==> src/rtl/if_stage.sv <==
// Instruction fetch: PC register, program-SRAM read, 2-bit BHT branch prediction, IF/ID register.
// Latency: one edge from PC to IF/ID; redirects land in PC at the same edge.
// Backpressure: hold_i freezes PC and IF/ID; flush_if_i overrides hold and loads a bubble.
module if_stage #(
    parameter logic [15:0] PC_RESET = 16'h0000,
    parameter int          BHT_BITS = 4,
    parameter logic [15:0] NOP      = 16'h0800
) (
    input  logic        clk,
    input  logic        rst,
    input  logic        hold_i,
    input  logic        flush_if_i,
    input  logic        jr_i,
    input  logic [15:0] jr_addr_i,
    input  logic        prewrong_i,
    input  logic [15:0] redirect_addr_i,
    input  logic        upd_valid_i,
    input  logic [15:0] upd_pc_i,
    input  logic        upd_taken_i,
    output logic [17:0] Ram2Addr,
    inout  wire  [15:0] Ram2Data,
    output logic        Ram2OE,
    output logic        Ram2WE,
    output logic        Ram2EN,
    output logic [15:0] instr_o,
    output logic [15:0] epc_o,
    output logic [15:0] pcplus1_o,
    output logic        prediction_o
);

    localparam int BHT_N = 1 << BHT_BITS;

    logic [15:0] pc_q, pc_d;
    logic [15:0] instr_q, instr_d;
    logic [15:0] epc_q, epc_d;
    logic [15:0] pcplus1_q, pcplus1_d;
    logic        pred_q, pred_d;
    logic [1:0]  bht_q [BHT_N];
    logic [1:0]  bht_d [BHT_N];

    logic [15:0] w;
    logic [15:0] pc_inc;
    logic [15:0] imm;
    logic [15:0] target;
    logic        is_b, is_cond, pred_taken;
    logic        unused_upd_bits;

    assign Ram2Data = {16{1'bz}};
    assign Ram2Addr = {2'b00, pc_q};
    assign Ram2OE   = ~rst;
    assign Ram2WE   = 1'b1;
    assign Ram2EN   = 1'b0;

    assign w       = Ram2Data;
    assign pc_inc  = pc_q + 16'd1;
    assign is_b    = (w[15:11] == 5'b00010);
    assign is_cond = (w[15:11] == 5'b00100) || (w[15:11] == 5'b00101) ||
                     (w[15:8] == 8'b01100000) || (w[15:8] == 8'b01100001);
    assign imm     = is_b ? {{5{w[10]}}, w[10:0]} : {{8{w[7]}}, w[7:0]};
    assign target  = pc_inc + imm;
    // Prediction reads the registered counter, so a same-cycle update is seen next cycle.
    assign pred_taken = is_b || (is_cond && bht_q[pc_q[BHT_BITS-1:0]][1]);

    assign unused_upd_bits = ^upd_pc_i[15:BHT_BITS];

    always_comb begin
        pc_d = pc_inc;
        if (prewrong_i)      pc_d = redirect_addr_i;
        else if (jr_i)       pc_d = jr_addr_i;
        else if (hold_i)     pc_d = pc_q;
        else if (pred_taken) pc_d = target;
    end

    always_comb begin
        instr_d   = w;
        epc_d     = pc_q;
        pcplus1_d = pc_inc;
        pred_d    = pred_taken;
        if (flush_if_i) begin
            instr_d   = NOP;
            epc_d     = 16'h0000;
            pcplus1_d = 16'h0000;
            pred_d    = 1'b0;
        end else if (hold_i) begin
            instr_d   = instr_q;
            epc_d     = epc_q;
            pcplus1_d = pcplus1_q;
            pred_d    = pred_q;
        end
    end

    always_comb begin
        for (int i = 0; i < BHT_N; i++) bht_d[i] = bht_q[i];
        if (upd_valid_i) begin
            if (upd_taken_i) begin
                if (bht_q[upd_pc_i[BHT_BITS-1:0]] != 2'b11)
                    bht_d[upd_pc_i[BHT_BITS-1:0]] = bht_q[upd_pc_i[BHT_BITS-1:0]] + 2'b01;
            end else begin
                if (bht_q[upd_pc_i[BHT_BITS-1:0]] != 2'b00)
                    bht_d[upd_pc_i[BHT_BITS-1:0]] = bht_q[upd_pc_i[BHT_BITS-1:0]] - 2'b01;
            end
        end
    end

    always_ff @(posedge clk) begin
        if (!rst) begin
            pc_q      <= PC_RESET;
            instr_q   <= NOP;
            epc_q     <= 16'h0000;
            pcplus1_q <= 16'h0000;
            pred_q    <= 1'b0;
            for (int i = 0; i < BHT_N; i++) bht_q[i] <= 2'b01;
        end else begin
            pc_q      <= pc_d;
            instr_q   <= instr_d;
            epc_q     <= epc_d;
            pcplus1_q <= pcplus1_d;
            pred_q    <= pred_d;
            for (int i = 0; i < BHT_N; i++) bht_q[i] <= bht_d[i];
        end
    end

    assign instr_o      = instr_q;
    assign epc_o        = epc_q;
    assign pcplus1_o    = pcplus1_q;
    assign prediction_o = pred_q;

endmodule

==> config.mk <==
export PLATFORM = sky130hd
export DESIGN_NAME = if_stage
export DESIGN_NICKNAME = d
export VERILOG_FILES = /design/src/rtl/if_stage.sv
export SDC_FILE = /design/constraint.sdc
export NUM_CORES = 1
export LEC_CHECK = 0
export CAP_MARGIN = 20
export CORE_MARGIN = 5
export CORE_UTILIZATION = 41
export DETAILED_ROUTE_END_ITERATION = 8
export GPL_TIMING_DRIVEN = 0
export PLACE_DENSITY = 0.82
export SYNTH_ARGS = -nofsm -noshare
export SYNTH_HDL_FRONTEND = slang
export SYNTH_SLANG_ARGS = --single-unit
==> constraint.sdc <==
create_clock -name clk -period 2.25 [get_ports clk]
set_input_delay 0.45 -clock clk [delete_from_list [all_inputs] [get_ports clk]]
set_output_delay 0.45 -clock clk [all_outputs]
set_load 0.02 [all_outputs]
==> results of run 1 <==
[tightest hold or removal path, delay by kind of cell (launching register included)]
kind / cells / cell delay (ps)
flip-flops: 1 / 320
AND/OR/NAND/NOR: 2 / 100
[cell usage in the layout, fill, tap and decap left out, drive strengths merged, types with 7 or more instances in the layout]
cell / count
clkdlybuf4s50: 102
dfxtp: 51
buf: 42
nor2: 29
a21oi: 27
clkbuf: 21
conb: 20
nand2: 17
o21ai: 14
mux2i: 13
xnor2: 10
inv: 10
a211oi: 8
nand3: 7
nor4: 7
[state kept, by name, indices dropped and copies added (netlist names)]
name,cells
instr_o,2
pcplus1_o,16
prediction_o,1
epc_o,16
pc_q,16
[metal layers]
| metal | GRT usage (%) | part of all wire [%] | wire length, um | up-vias |
|---|---|---|---|---|
| li1 | - | - | - | 1374 |
| met1 | 24.1 | 43 | 3570 | 1274 |
| met2 | 30.3 | 44 | 3670 | 128 |
| met3 | 6.11 | 11 | 883 | 15 |
| met4 | 4.15 | 1.5 | 124 | 0 |
| met5 | 0 | 0 | 0 | - |
[cell type report]
type / instances / area share [%]
flip-flops and latches: 51 / 24.7
clock buffers: 5 / 1.67
inverters: 9 / 0.818
multi-input cells: 230 / 36.2
repair buffers: 103 / 24.9
well taps: 80 / 2.42
plain buffers: 58 / 8.69
clock inverters: 3 / 0.575
[kinds of logic (layout without fill, tap and decap cells)]
group	Yosys count	after routing	synth area share (%)
AOI/OAI and AO/OA	85	85	20.0
xor gates and xnor gates	14	14	4.32
adders and majority gates	1	1	0.440
buffers and inverters	67	178	13.8
DFF	51	51	35.9
muxes	16	16	5.77
other	2	20	0.264
and+or+nand+nor	94	94	19.5
[worst max-delay path by stage]
stage	from	endpoint	slack [ps]	cells past startpoint
4_1_cts	instr_o[10]$_SDFFE_PP0N_	instr_o[10]	90	2
6_report	rst	Ram2OE	100	3
2_1_floorplan	pc_q[1]$_SDFFE_PN0P_	pc_q[12]$_SDFFE_PN0P_	340	5
3_3_place_gp	rst	Ram2OE	-110	3
3_5_place_dp	rst	Ram2OE	-130	3
5_1_grt	instr_o[10]$_SDFFE_PP0N_	instr_o[1]	20	2
[timing repair]
item                       CTS  global route
hold endpoints to repair     0             0
hold buffers                 0             0
setup endpoints to repair    1             0
gates resized for setup      1             0
[power groups by stage]
stage	combinational (W)	clock [W]	sequential (W)
floorplan	0.000246	0	0.00104
global placement	0.000487	0	0.00100
detailed placement	0.000494	0	0.00100
CTS	0.000495	0.000555	0.000981
global route	0.000536	0.000596	0.000987
finish	0.000498	0.000544	0.000981
[metrics by stage]
| stage | instances | utilization (%) | hold WS [ps] |
|---|---|---|---|
| 4_1_cts | 539 | 61.1 | 461 |
| 3_3_place_gp | 531 | 59.8 | 436 |
| 6_report | 539 | 61.1 | 456 |
| 3_5_place_dp | 531 | 59.8 | 448 |
| 2_1_floorplan | 348 | - | 531 |
| 5_1_grt | 539 | 61.1 | 484 |
==> key figures, run 1 <==
Placed design
  • DP Area: 4040 sq um
  • # port buffers: 103
  • Global placer's final weighted congestion: 0.832
  • Worst slack at placement: -128 ps
  • Dpl hpwl: 6550 um

Setup path
  • CP max stage cell: clkdlybuf4s50_1
  • CP Cell Sequence: clkdlybuf4s50_1 > inv_1 > dlygate4sd2_1
  • Worst r2r src: pc_q[1]$_SDFFE_PN0P_
  • WP data arrival: 1700 ps
  • R2r endpoint: pc_q[12]$_SDFFE_PN0P_
  • CP endpoint kind: output pin
  • Setup CP Type: in2out
  • Reg2Reg Setup Slack: 230 ps
  • Buffers and inverters on the worst path: 3
  • Register-to-Register Path Depth: 5
  • CP required: 1800 ps
  • CP peak stage delay: 670 ps
  • Worst-path fanout max: 7
  • Critical path's top delay family: buffers and inverters
  • Setup crit start kind: input pin

Cells and area
  • Diodes inserted: 0
  • Design Area, Final: 4130 sq um
  • Multi-input logic area: 1500 sq um
  • Fillcell total: 595
  • Final net count: 515
  • Share of layout cells above drive strength 1: 15.0%
  • FF/Latch Area: 1020 sq um
  • Area Growth Syn to Fin: 45.4%

Floorplanning
  • I/O pin count: 142
  • Site row count: 30
  • Die height: 93.3 um
  • Placeable Area: 6760 sq um
  • Die area: 8700 sq um
  • Die width: 93.3 um
  • Initial Util: 42.1%

Timing
  • Setup TNS: 0 ps
  • Max-slew violations: 0
  • Final setup viols: 0
  • Fin. Hold Viols: 0
  • Max Fclk: 465 MHz
  • Slew Limit Headroom: 59.4%
  • Min Clock Period, post-route: 2150 ps
  • Worst Setup Slack, final: 99.9 ps
  • Worst slew pin tran: 606 ps
  • Tcrit/Tclk final: 95.6%
  • RSZ-0062 raised after global routing: no
  • Final Skew: 8.86 ps

Yosys
  • Synth cell count leaders: 51 x dfxtp_1, 35 x buf_4, 29 x nor2_1, 27 x a21oi_1, 17 x nand2_1
  • Count leader, synth: dfxtp_1
  • Synthesized area: 2840 sq um
  • Post-synth cell types: 49
  • Syn Area/Cell: 8.61 sq um
  • Post-synth EDFFs: 0
  • Post-synthesis cell count: 330
  • Synth area leaders: dfxtp_1 36%, buf_4 9.2%, a21oi_1 4.8%
  • Synth Register Bits: 51
  • Async set-reset flop share out of synthesis: 0%
  • Top FF cell, synth: dfxtp_1
  • Share of the synthesized area in the top cell type: 35.9%
  • Register area share after synthesis: 35.9%
  • Synthesis Warnings: 0
  • Post-synth top area cell: dfxtp_1

Global route
  • First-pass GRT wire length: 13000 um
  • Largest net degree at the start of global routing: 18
  • Initial antenna violation count: 0
  • Total GRT Usage: 18.7%
  • Vias in the first global route: 2645
  • Overflow after GRT: 0

Clock tree
  • TritonCTS Buffers: 5
  • TritonCTS clock tree: done
  • CTS H-tree depth: 2
  • Clock slew seen by the registers of the worst setup and hold paths: 90 ps
  • Post-CTS Setup Inserts: 0
  • CTS root buf: clkbuf_8
  • Number of clock sinks: 51
  • Clock latency at the later pin of the worst-skew pair: 310 ps
  • Max clock buf depth: 2

Hold path
  • Hold crit path type: reg2reg
  • Hold EP: instr_o[11]$_SDFFE_PP1N_
  • Hold depth: 2
  • Hold path start: instr_o[11]$_SDFFE_PP1N_

Power
  • Clock power share: 26.9%
  • NetSw: 0.000624 W
  • Combinational fraction of design power: 24.6%
  • Final Power: 0.00202 W
  • Reg power frac: 48.5%
  • Internal: 0.00140 W
  • Power Density: 490 nW/um^2
  • Net Sw Frac: 30.8%
  • Leak: 1.61 nW
  • Peak VDD IR: 0.000329 V

Route
  • Detailed-route vias per instance: 5.18
  • Routed len/inst: 15.3 um
  • Iteration-0 DRC Markers: 193
  • Routed Antenna Nets: 0
  • DRT Pass-1 Iters: 5
  • Final Routed Wirelength: 8250 um
  • Residual DRC count: 0
  • Via count: 2791

Outcome
  • Status: completed

Job
  • Max-Cap Viols: 0
(Power assumes the default switching activity.)
==> run 2: changes to the inputs <==
CTS_CLUSTER_DIAMETER = 100   (was unset)
==> results of run 2 <==
No change in the layout: final DEF, timing and power equal those of run 1.
